$ cat src/rtl/conv_pkg.sv
// -----------------------------------------------------------------------------
// conv_pkg
// Shared types and constants for the convolution operand dispatcher.
//   chan_state_e    : per-channel prefetch state (IDLE, PRIME, STREAM)
//   DISPATCH_DEPTH  : depth of each channel's prefetch FIFO
// -----------------------------------------------------------------------------
package conv_pkg;

  localparam int DISPATCH_DEPTH = 2;

  typedef enum logic [1:0] {
    IDLE   = 2'd0,
    PRIME  = 2'd1,
    STREAM = 2'd2
  } chan_state_e;

endpackage

$ cat src/rtl/conv_dispatch_if.sv
// -----------------------------------------------------------------------------
// conv_dispatch_if
// Bundles every non-clock/reset signal of conv_dispatch.
//   control  : start, cfg_ifm_len, cfg_wgt_len
//   consumer : ifm_read/ifm_group, wgt_read/wgt_group, ready, ifm_wrap,
//              wgt_wrap, err_underflow
//   memory   : {ifm,wgt}_mem_en, {ifm,wgt}_mem_addr, {ifm,wgt}_mem_rdata
//   debug    : ifm_state, wgt_state (channel FSM state)
// Consumer handshake: ready is the "valid" of the stream. A cycle with
// *_read high and the channel streaming is a pop; the group is presented
// combinationally in that same cycle and is 0 in every non-pop cycle.
// Memory handshake: *_mem_en is a request with fixed 1-cycle latency; the
// memory must return *_mem_rdata in the cycle after the request, no stalls.
// -----------------------------------------------------------------------------
interface conv_dispatch_if #(
  parameter int IFM_WIDTH = 80,
  parameter int WGT_WIDTH = 24,
  parameter int AWIDTH    = 16
);
  import conv_pkg::*;

  logic                 start;
  logic [AWIDTH-1:0]    cfg_ifm_len;
  logic [AWIDTH-1:0]    cfg_wgt_len;
  logic                 ifm_read;
  logic                 wgt_read;
  logic [IFM_WIDTH-1:0] ifm_group;
  logic [WGT_WIDTH-1:0] wgt_group;
  logic                 ifm_mem_en;
  logic                 wgt_mem_en;
  logic [AWIDTH-1:0]    ifm_mem_addr;
  logic [AWIDTH-1:0]    wgt_mem_addr;
  logic [IFM_WIDTH-1:0] ifm_mem_rdata;
  logic [WGT_WIDTH-1:0] wgt_mem_rdata;
  logic                 ready;
  logic                 ifm_wrap;
  logic                 wgt_wrap;
  logic                 err_underflow;
  chan_state_e          ifm_state;
  chan_state_e          wgt_state;

  modport slave (
    input  start, cfg_ifm_len, cfg_wgt_len, ifm_read, wgt_read,
           ifm_mem_rdata, wgt_mem_rdata,
    output ifm_group, wgt_group, ifm_mem_en, wgt_mem_en,
           ifm_mem_addr, wgt_mem_addr, ready, ifm_wrap, wgt_wrap,
           err_underflow, ifm_state, wgt_state
  );

  modport master (
    output start, cfg_ifm_len, cfg_wgt_len, ifm_read, wgt_read,
           ifm_mem_rdata, wgt_mem_rdata,
    input  ifm_group, wgt_group, ifm_mem_en, wgt_mem_en,
           ifm_mem_addr, wgt_mem_addr, ready, ifm_wrap, wgt_wrap,
           err_underflow, ifm_state, wgt_state
  );

endinterface

$ cat src/rtl/dispatch_chan.sv
// -----------------------------------------------------------------------------
// dispatch_chan
// One operand channel: cyclic address generator, 1-cycle-latency memory
// requester and a 2-entry prefetch FIFO with zero-latency pop.
// Optional feature: define DISPATCH_UNDERFLOW_CHK_EN to compile in sticky
// underflow detection (read while nothing is available); otherwise err_o is
// tied to 0.
// Ports:
//   clk, rstn     : clock, asynchronous active-low reset
//   start_i       : restart pulse, samples cfg_len_i
//   cfg_len_i     : groups per pass (>= 1)
//   read_i        : pop request
//   group_o       : popped group (0 when not popping)
//   mem_en_o      : memory read request
//   mem_addr_o    : memory group address
//   mem_rdata_i   : memory data, valid the cycle after mem_en_o
//   wrap_o        : pulses on the pop of the last group of a pass
//   err_o         : sticky underflow flag
//   state_o       : FSM state (debug)
// -----------------------------------------------------------------------------
module dispatch_chan
  import conv_pkg::*;
#(
  parameter int WIDTH  = 8,
  parameter int AWIDTH = 16
) (
  input  logic              clk,
  input  logic              rstn,
  input  logic              start_i,
  input  logic [AWIDTH-1:0] cfg_len_i,
  input  logic              read_i,
  output logic [WIDTH-1:0]  group_o,
  output logic              mem_en_o,
  output logic [AWIDTH-1:0] mem_addr_o,
  input  logic [WIDTH-1:0]  mem_rdata_i,
  output logic              wrap_o,
  output logic              err_o,
  output chan_state_e       state_o
);

  localparam logic [AWIDTH-1:0] ONE = {{(AWIDTH-1){1'b0}}, 1'b1};
  localparam logic [1:0]        FULL = 2'(DISPATCH_DEPTH);

  chan_state_e       state_q, state_d;
  logic [AWIDTH-1:0] len_q;
  logic [AWIDTH-1:0] addr_q, addr_d;
  logic              inflight_q;
  logic              infl_last_q;
  logic [1:0]        cnt_q, cnt_d;
  logic              rd_ptr_q, wr_ptr_q;
  logic [WIDTH-1:0]  data_q [DISPATCH_DEPTH];
  logic              last_q [DISPATCH_DEPTH];

  logic              avail;
  logic              pop;
  logic              push;
  logic              issue;
  logic              issue_last;
  logic [2:0]        occ;

  // Data is only handed out once the channel is primed; a start cycle
  // never pops because the FIFO is being flushed.
  assign avail      = (state_q == STREAM) && (cnt_q != 2'd0);
  assign pop        = read_i && avail && !start_i;
  // rdata is captured whenever a request was made last cycle; a start in
  // that cycle throws the returning data away.
  assign push       = inflight_q && !start_i;
  assign issue_last = (addr_q == (len_q - ONE));
  assign occ        = {1'b0, cnt_q} + {2'b00, inflight_q};
  // Issue when stored + outstanding, less this cycle's pop, stays below 2.
  assign issue      = (state_q != IDLE) && !start_i &&
                      (occ < (3'd2 + {2'b00, pop}));

  assign mem_en_o   = issue;
  assign mem_addr_o = addr_q;
  assign group_o    = pop ? data_q[rd_ptr_q] : '0;
  assign wrap_o     = pop && last_q[rd_ptr_q];
  assign state_o    = state_q;

  always_comb begin
    addr_d = addr_q;
    if (start_i) begin
      addr_d = '0;
    end else if (issue) begin
      addr_d = issue_last ? '0 : (addr_q + ONE);
    end
  end

  always_comb begin
    cnt_d = cnt_q;
    if (start_i) begin
      cnt_d = 2'd0;
    end else if (push && !pop) begin
      cnt_d = cnt_q + 2'd1;
    end else if (pop && !push) begin
      cnt_d = cnt_q - 2'd1;
    end
  end

  always_comb begin
    state_d = state_q;
    if (start_i) begin
      state_d = PRIME;
    end else begin
      case (state_q)
        IDLE:    state_d = IDLE;
        PRIME:   if (cnt_d == FULL) state_d = STREAM;
        STREAM:  state_d = STREAM;
        default: state_d = IDLE;
      endcase
    end
  end

  always_ff @(posedge clk or negedge rstn) begin
    if (!rstn) begin
      state_q     <= IDLE;
      len_q       <= ONE;
      addr_q      <= '0;
      inflight_q  <= 1'b0;
      infl_last_q <= 1'b0;
      cnt_q       <= 2'd0;
      rd_ptr_q    <= 1'b0;
      wr_ptr_q    <= 1'b0;
      last_q[0]   <= 1'b0;
      last_q[1]   <= 1'b0;
    end else begin
      state_q     <= state_d;
      addr_q      <= addr_d;
      cnt_q       <= cnt_d;
      inflight_q  <= issue;
      infl_last_q <= issue_last;
      if (start_i) begin
        len_q    <= cfg_len_i;
        rd_ptr_q <= 1'b0;
        wr_ptr_q <= 1'b0;
      end else begin
        if (pop)  rd_ptr_q <= ~rd_ptr_q;
        if (push) begin
          wr_ptr_q         <= ~wr_ptr_q;
          last_q[wr_ptr_q] <= infl_last_q;
        end
      end
    end
  end

  // Payload storage needs no reset: an entry is only read after a push.
  always_ff @(posedge clk) begin
    if (push) data_q[wr_ptr_q] <= mem_rdata_i;
  end

`ifdef DISPATCH_UNDERFLOW_CHK_EN
  logic underflow;
  logic err_q;

  assign underflow = read_i && !avail && !start_i;
  assign err_o     = err_q;

  always_ff @(posedge clk or negedge rstn) begin
    if (!rstn) begin
      err_q <= 1'b0;
    end else if (start_i) begin
      err_q <= 1'b0;
    end else if (underflow) begin
      err_q <= 1'b1;
    end
  end

  always @(posedge clk) begin
    if (rstn) begin
      assert (!underflow) else $error("dispatch_chan: read with no group available");
    end
  end
`else
  assign err_o = 1'b0;
`endif

endmodule

$ cat src/rtl/conv_dispatch.sv
// -----------------------------------------------------------------------------
// conv_dispatch
// Feeds a convolution engine with input-feature-map and weight groups from
// two independent prefetching channels (dispatch_chan x2).
// Optional feature: DISPATCH_UNDERFLOW_CHK_EN enables sticky underflow
// detection inside each channel; err_underflow is 0 when it is undefined.
// Ports:
//   clk, rstn : clock, asynchronous active-low reset
//   bus       : conv_dispatch_if.slave -- control, consumer pops, both
//               memory ports, ready/wrap/error status, debug channel states
// -----------------------------------------------------------------------------
module conv_dispatch
  import conv_pkg::*;
#(
  parameter int IFM_WIDTH = 80,
  parameter int WGT_WIDTH = 24,
  parameter int AWIDTH    = 16
) (
  input logic               clk,
  input logic               rstn,
  conv_dispatch_if.slave    bus
);

  logic ifm_err;
  logic wgt_err;

  dispatch_chan #(.WIDTH(IFM_WIDTH), .AWIDTH(AWIDTH)) u_ifm_chan (
    .clk         (clk),
    .rstn        (rstn),
    .start_i     (bus.start),
    .cfg_len_i   (bus.cfg_ifm_len),
    .read_i      (bus.ifm_read),
    .group_o     (bus.ifm_group),
    .mem_en_o    (bus.ifm_mem_en),
    .mem_addr_o  (bus.ifm_mem_addr),
    .mem_rdata_i (bus.ifm_mem_rdata),
    .wrap_o      (bus.ifm_wrap),
    .err_o       (ifm_err),
    .state_o     (bus.ifm_state)
  );

  dispatch_chan #(.WIDTH(WGT_WIDTH), .AWIDTH(AWIDTH)) u_wgt_chan (
    .clk         (clk),
    .rstn        (rstn),
    .start_i     (bus.start),
    .cfg_len_i   (bus.cfg_wgt_len),
    .read_i      (bus.wgt_read),
    .group_o     (bus.wgt_group),
    .mem_en_o    (bus.wgt_mem_en),
    .mem_addr_o  (bus.wgt_mem_addr),
    .mem_rdata_i (bus.wgt_mem_rdata),
    .wrap_o      (bus.wgt_wrap),
    .err_o       (wgt_err),
    .state_o     (bus.wgt_state)
  );

  // Channels never leave STREAM except through start or reset, so the AND
  // of the two states holds ready high until then.
  assign bus.ready         = (bus.ifm_state == STREAM) && (bus.wgt_state == STREAM);
  assign bus.err_underflow = ifm_err | wgt_err;

endmodule

$ cat src/flat_wrapper.sv
// flat-port wrapper written by rule: the top's interface ports become plain ports
module conv_dispatch_flat import conv_pkg::*;
#(
  parameter int IFM_WIDTH = 80,
  parameter int WGT_WIDTH = 24,
  parameter int AWIDTH    = 16
)
  (clk, rstn, bus_start, bus_cfg_ifm_len, bus_cfg_wgt_len, bus_ifm_read, bus_wgt_read, bus_ifm_mem_rdata, bus_wgt_mem_rdata, bus_ifm_group, bus_wgt_group, bus_ifm_mem_en, bus_wgt_mem_en, bus_ifm_mem_addr, bus_wgt_mem_addr, bus_ready, bus_ifm_wrap, bus_wgt_wrap, bus_err_underflow, bus_ifm_state, bus_wgt_state);
  conv_dispatch_if #(.IFM_WIDTH(IFM_WIDTH), .WGT_WIDTH(WGT_WIDTH), .AWIDTH(AWIDTH)) bus_i ();
  input logic clk;
  input logic rstn;
  input wire logic [$bits(bus_i.start)-1:0] bus_start;
  input wire logic [$bits(bus_i.cfg_ifm_len)-1:0] bus_cfg_ifm_len;
  input wire logic [$bits(bus_i.cfg_wgt_len)-1:0] bus_cfg_wgt_len;
  input wire logic [$bits(bus_i.ifm_read)-1:0] bus_ifm_read;
  input wire logic [$bits(bus_i.wgt_read)-1:0] bus_wgt_read;
  input wire logic [$bits(bus_i.ifm_mem_rdata)-1:0] bus_ifm_mem_rdata;
  input wire logic [$bits(bus_i.wgt_mem_rdata)-1:0] bus_wgt_mem_rdata;
  output wire logic [$bits(bus_i.ifm_group)-1:0] bus_ifm_group;
  output wire logic [$bits(bus_i.wgt_group)-1:0] bus_wgt_group;
  output wire logic [$bits(bus_i.ifm_mem_en)-1:0] bus_ifm_mem_en;
  output wire logic [$bits(bus_i.wgt_mem_en)-1:0] bus_wgt_mem_en;
  output wire logic [$bits(bus_i.ifm_mem_addr)-1:0] bus_ifm_mem_addr;
  output wire logic [$bits(bus_i.wgt_mem_addr)-1:0] bus_wgt_mem_addr;
  output wire logic [$bits(bus_i.ready)-1:0] bus_ready;
  output wire logic [$bits(bus_i.ifm_wrap)-1:0] bus_ifm_wrap;
  output wire logic [$bits(bus_i.wgt_wrap)-1:0] bus_wgt_wrap;
  output wire logic [$bits(bus_i.err_underflow)-1:0] bus_err_underflow;
  output wire logic [$bits(bus_i.ifm_state)-1:0] bus_ifm_state;
  output wire logic [$bits(bus_i.wgt_state)-1:0] bus_wgt_state;
  assign bus_i.start = bus_start;
  assign bus_i.cfg_ifm_len = bus_cfg_ifm_len;
  assign bus_i.cfg_wgt_len = bus_cfg_wgt_len;
  assign bus_i.ifm_read = bus_ifm_read;
  assign bus_i.wgt_read = bus_wgt_read;
  assign bus_i.ifm_mem_rdata = bus_ifm_mem_rdata;
  assign bus_i.wgt_mem_rdata = bus_wgt_mem_rdata;
  assign bus_ifm_group = bus_i.ifm_group;
  assign bus_wgt_group = bus_i.wgt_group;
  assign bus_ifm_mem_en = bus_i.ifm_mem_en;
  assign bus_wgt_mem_en = bus_i.wgt_mem_en;
  assign bus_ifm_mem_addr = bus_i.ifm_mem_addr;
  assign bus_wgt_mem_addr = bus_i.wgt_mem_addr;
  assign bus_ready = bus_i.ready;
  assign bus_ifm_wrap = bus_i.ifm_wrap;
  assign bus_wgt_wrap = bus_i.wgt_wrap;
  assign bus_err_underflow = bus_i.err_underflow;
  assign bus_ifm_state = bus_i.ifm_state;
  assign bus_wgt_state = bus_i.wgt_state;
  conv_dispatch #(.IFM_WIDTH(IFM_WIDTH), .WGT_WIDTH(WGT_WIDTH), .AWIDTH(AWIDTH)) u_core (.clk(clk), .rstn(rstn), .bus(bus_i));
endmodule
$ cat config.mk
export PLATFORM = sky130hd
export DESIGN_NAME = conv_dispatch_flat
export DESIGN_NICKNAME = d
export VERILOG_FILES = /design/src/rtl/conv_pkg.sv /design/src/rtl/conv_dispatch_if.sv /design/src/rtl/dispatch_chan.sv /design/src/rtl/conv_dispatch.sv /design/src/flat_wrapper.sv
export SDC_FILE = /design/constraint.sdc
export NUM_CORES = 1
export LEC_CHECK = 0
export BUFFER_PORTS_ARGS = -buffer_cell sky130_fd_sc_hd__buf_2
export CAP_MARGIN = 15
export CORE_AREA = 2 2 156 158
export CTS_BUF_LIST = sky130_fd_sc_hd__clkbuf_8
export DETAILED_ROUTE_END_ITERATION = 8
export DIE_AREA = 0 0 158 160
export PLACE_DENSITY_LB_ADDON = 0.2
export SYNTH_ARGS = -nofsm -noshare
export SYNTH_HDL_FRONTEND = slang
export SYNTH_HIERARCHICAL = 1
export SYNTH_SLANG_ARGS = --single-unit
$ cat constraint.sdc
create_clock -name clk -period 8.95 [get_ports clk]
set_clock_uncertainty 0.2 [all_clocks]
set_input_delay 0.4475 -clock clk [delete_from_list [all_inputs] [get_ports clk]]
set_output_delay 0.4475 -clock clk [all_outputs]
set_load 0.05 [all_outputs]
==> impl_metrics.yaml <==
detailed_routing:
  met3_length_um: 2030
  vias: 9351
  routed_wl_um: 30300
  highest_layer: "met4"
  drtPass1Iterations: 5
  wl_met2_um: 15100
  met1Wirelength_um: 12400
  first_iter_violations: 716
  postRouteAntennaNets: 0
  viasPerCell: 5.24
  drt-wirelength-per-cell_um: 17.0
  drc_errors: 0
pwr:
  p_sw_mw: 1.02
  switching_share_pct: 29.2
  finalPower_mw: 3.49
  p_comb_share_pct: 18.7
  power_frac_seq_pct: 50.1
  power.leakage_nw: 6.90
  power_frac_clock_pct: 31.3
  cell_internal_pwr_mw: 2.47
  p_per_area_nw_per_um2: 205
  peakVddDrop_mv: 0.147
clock_network:
  clk_root_buffer_cell: "clkbuf_8"
  clock_sinks: 292
  postCtsHoldBufs: 137
  clk_pin_slew_worst_paths_ps: 60
  cts_inserted_buffers: 47
  cts_tree: "done"
  insertion_delay_ps: 550
  cts_resized: 0
  htreeDepth: 2
  clockBufferDepth: 3
  post_cts_buffers: 0
critical_path:
  end_kind: "flop"
  required_ps: 9120
  regToRegEndpoint: "u_core/u_wgt_chan/mem_addr_o[2]"
  timing.rr.start: "u_core/u_wgt_chan/len_q[1]"
  reg2reg_depth: 9
  worstPathMaxFanout: 12
  critical_path_arrival_ps: 3920
  setup.worst_path.start_class: "flop"
  rrSetupSlack_ps: 5200
  critPathKind: "flop to flop"
grt:
  grt_pass1_wl_um: 46100
  grt_antenna_before_repair: 1
  overflow: 0
  first_global_vias: 9241
  grt_max_degree: 82
  grt_usage_pct: 23.0
floorplan:
  initial_core_util_pct: 54.6
  core_area_um2: 23800
  fp.dieH_um: 160
  die_width_um: 158
  ios: 287
  row_count: 57
  die-area_um2: 25300
logic_synthesis:
  synthArstFlopShare_pct: 28.8
  yosysWarningCount: 6
  syn_nets: 1148
  yosys.area.top_type: "edfxtp_1"
  synth_ff_type: "edfxtp_1"
  seq_area_frac_synth_pct: 64.2
  syn_area_um2: 13000
  syn_area_per_cell_um2: 13.1
  synth.area.top_cells: "edfxtp_1, dfrtp_1, mux2i_1"
  synth_cell_types: 65
  synth-seq-cells: 292
  yosys.area.top_type_share_pct: 48.0
  synth_edf_count: 208
  synthCells: 991
timing:
  finalCritPeriodShare_pct: 41.9
  timing.final.ws_setup_ps: 5200
  finalHoldViolCount: 0
  setup_tns_ps: 0
  rsz0062_at_grt: "false"
  maxSlewHeadroom_pct: 26.1
  fmaxAchievable_mhz: 267
  drv_slew: 0
  worst_pin_slew_ps: 1110
  setup_violations: 0
  min_period_ps: 3750
flow_run:
  cap_violations: 0
worst_hold_path:
  min_path_type: "primary input to flop"
  min_delay_path_depth: 5
  min_to: "u_core/u_wgt_chan/rd_ptr_q"
  hp-start: "bus_wgt_read"
place:
  io_buffers: 285
  routabilityCongestion: 0.858
  dpl.hpwl_um: 19100
  dp_slack_ps: 5220
layout:
  drive_above_1_share_pct: 28.8
  syn2layout_area_growth_pct: 30.7
  final_nets: 1577
  n_fill_cell: 1690
run_status:
  status: "finished clean"
[metrics by stage]
step                      utilization, %  hold slack (ps)  instances  cell area [um2]
after global routing                71.4              160       1783            17000
after detailed placement            61.7              267       1558            14700
after floorplan                        -            -48.1        991            13000
after global placement              61.7              264       1558            14700
after CTS                           71.4              141       1782            17000
final                               71.4              175       1783            17000
[registers in the layout, summed over array words and instances (netlist names), 2 cells and up]
register                      count
u_core/u_ifm_chan/data_q        160
u_core/u_wgt_chan/data_q         48
u_core/u_ifm_chan/len_q          16
u_core/u_ifm_chan/mem_addr_o     16
u_core/u_wgt_chan/len_q          16
u_core/u_wgt_chan/mem_addr_o     16
u_core/u_ifm_chan/cnt_q           2
u_core/u_ifm_chan/last_q          2
u_core/u_ifm_chan/state_o         2
u_core/u_wgt_chan/cnt_q           2
u_core/u_wgt_chan/last_q          2
u_core/u_wgt_chan/state_o         2
[layout by cell type, fill, tap and decap left out, types with 23 or more instances in the layout]
master	n
nor2_1	146
dlygate4sd3_1	137
clkbuf_8	57
mux2_2	32
dfrtp_1	81
edfxtp_1	208
mux2i_1	116
xor2_1	23
nand2_1	40
buf_2	284
nand3_1	26
xnor2_1	29
inv_1	37
[worst max-delay path: stages (launching register included)]
cell	delay, ps
dfrtp_1	420
inv_1	90
ha_1	250
or4b_1	620
or4b_1	550
nand2_1	70
a311o_1	200
nand4_1	200
nor3_2	870
nor3_1	120
[kinds of logic (layout without fill, tap and decap cells)]
group	after synthesis	after routing	share of synthesized area [%]
simple gates	322	322	12.5
other cells	2	3	0.0577
buf+inv	76	543	2.45
xor+xnor	52	52	3.50
flops	292	292	64.2
mux	148	148	11.7
fa+ha+maj	16	16	1.54
compound gates	83	83	4.12
[Yosys cell counts (3+ instances only)]
library cell	number
nand2_1	40
dfrtp_1	82
inv_1	24
nand2b_1	9
a31oi_1	15
o21ai_0	19
or4_1	3
nand4_1	11
nor2_1	146
nor4b_1	4
nor3_1	20
buf_2	3
and3_1	8
buf_6	3
nor3_2	11
xor2_1	23
or3_1	5
nand3b_1	5
xnor2_1	29
edfxtp_1	208
mux2i_1	116
nor4_1	9
clkbuf_1	32
nand3_1	26
ha_1	16
or2_2	3
mux2_2	32
nor2b_1	6
buf_1	11
a21oi_1	19
[how the worst max path moves through the flow]
stage                                from                               to  slack [ps]  cells past startpoint
2_1_floorplan                   bus_start      u_core/u_ifm_chan/last_q[1]        1250                      3
3_3_place_gp   u_core/u_wgt_chan/len_q[1]  u_core/u_wgt_chan/mem_addr_o[2]        5310                      9
3_5_place_dp   u_core/u_wgt_chan/len_q[1]  u_core/u_wgt_chan/mem_addr_o[2]        5220                      9
4_1_cts        u_core/u_wgt_chan/len_q[1]  u_core/u_wgt_chan/mem_addr_o[2]        5200                      9
5_1_grt        u_core/u_wgt_chan/len_q[1]  u_core/u_wgt_chan/mem_addr_o[2]        4900                      9
6_report       u_core/u_wgt_chan/len_q[1]  u_core/u_wgt_chan/mem_addr_o[2]        5200                      9
[layout make-up]
cell class | instances | area, um2 | area share (%)
inverter | 25 | 93.8 | 0.552
antenna | 1 | 2.50 | 0.0147
tap | 324 | 405 | 2.38
sequential | 292 | 8350 | 49.1
clock inverter | 30 | 143 | 0.839
timing repair buffer | 431 | 2870 | 16.9
multi-input combinational | 623 | 4360 | 25.6
clock buffer | 57 | 785 | 4.61
[routing by layer]
metal / track usage [%] / up-vias
met1: 29.6 / 4472
met4: 7.45 / 0
met5: 0 / -
met3: 4.45 / 59
met2: 39.3 / 339
li1: - / 4481
[power by group through the flow]
stage | Combinational (mW) | Sequential [mW] | Clock, mW
after detailed placement | 0.598 | 1.77 | 0
after floorplan | 0.399 | 1.80 | 0
after global placement | 0.585 | 1.76 | 0
after global routing | 0.706 | 1.77 | 1.19
after CTS | 0.650 | 1.75 | 1.12
final | 0.651 | 1.75 | 1.09
(Power assumes the default switching activity.)
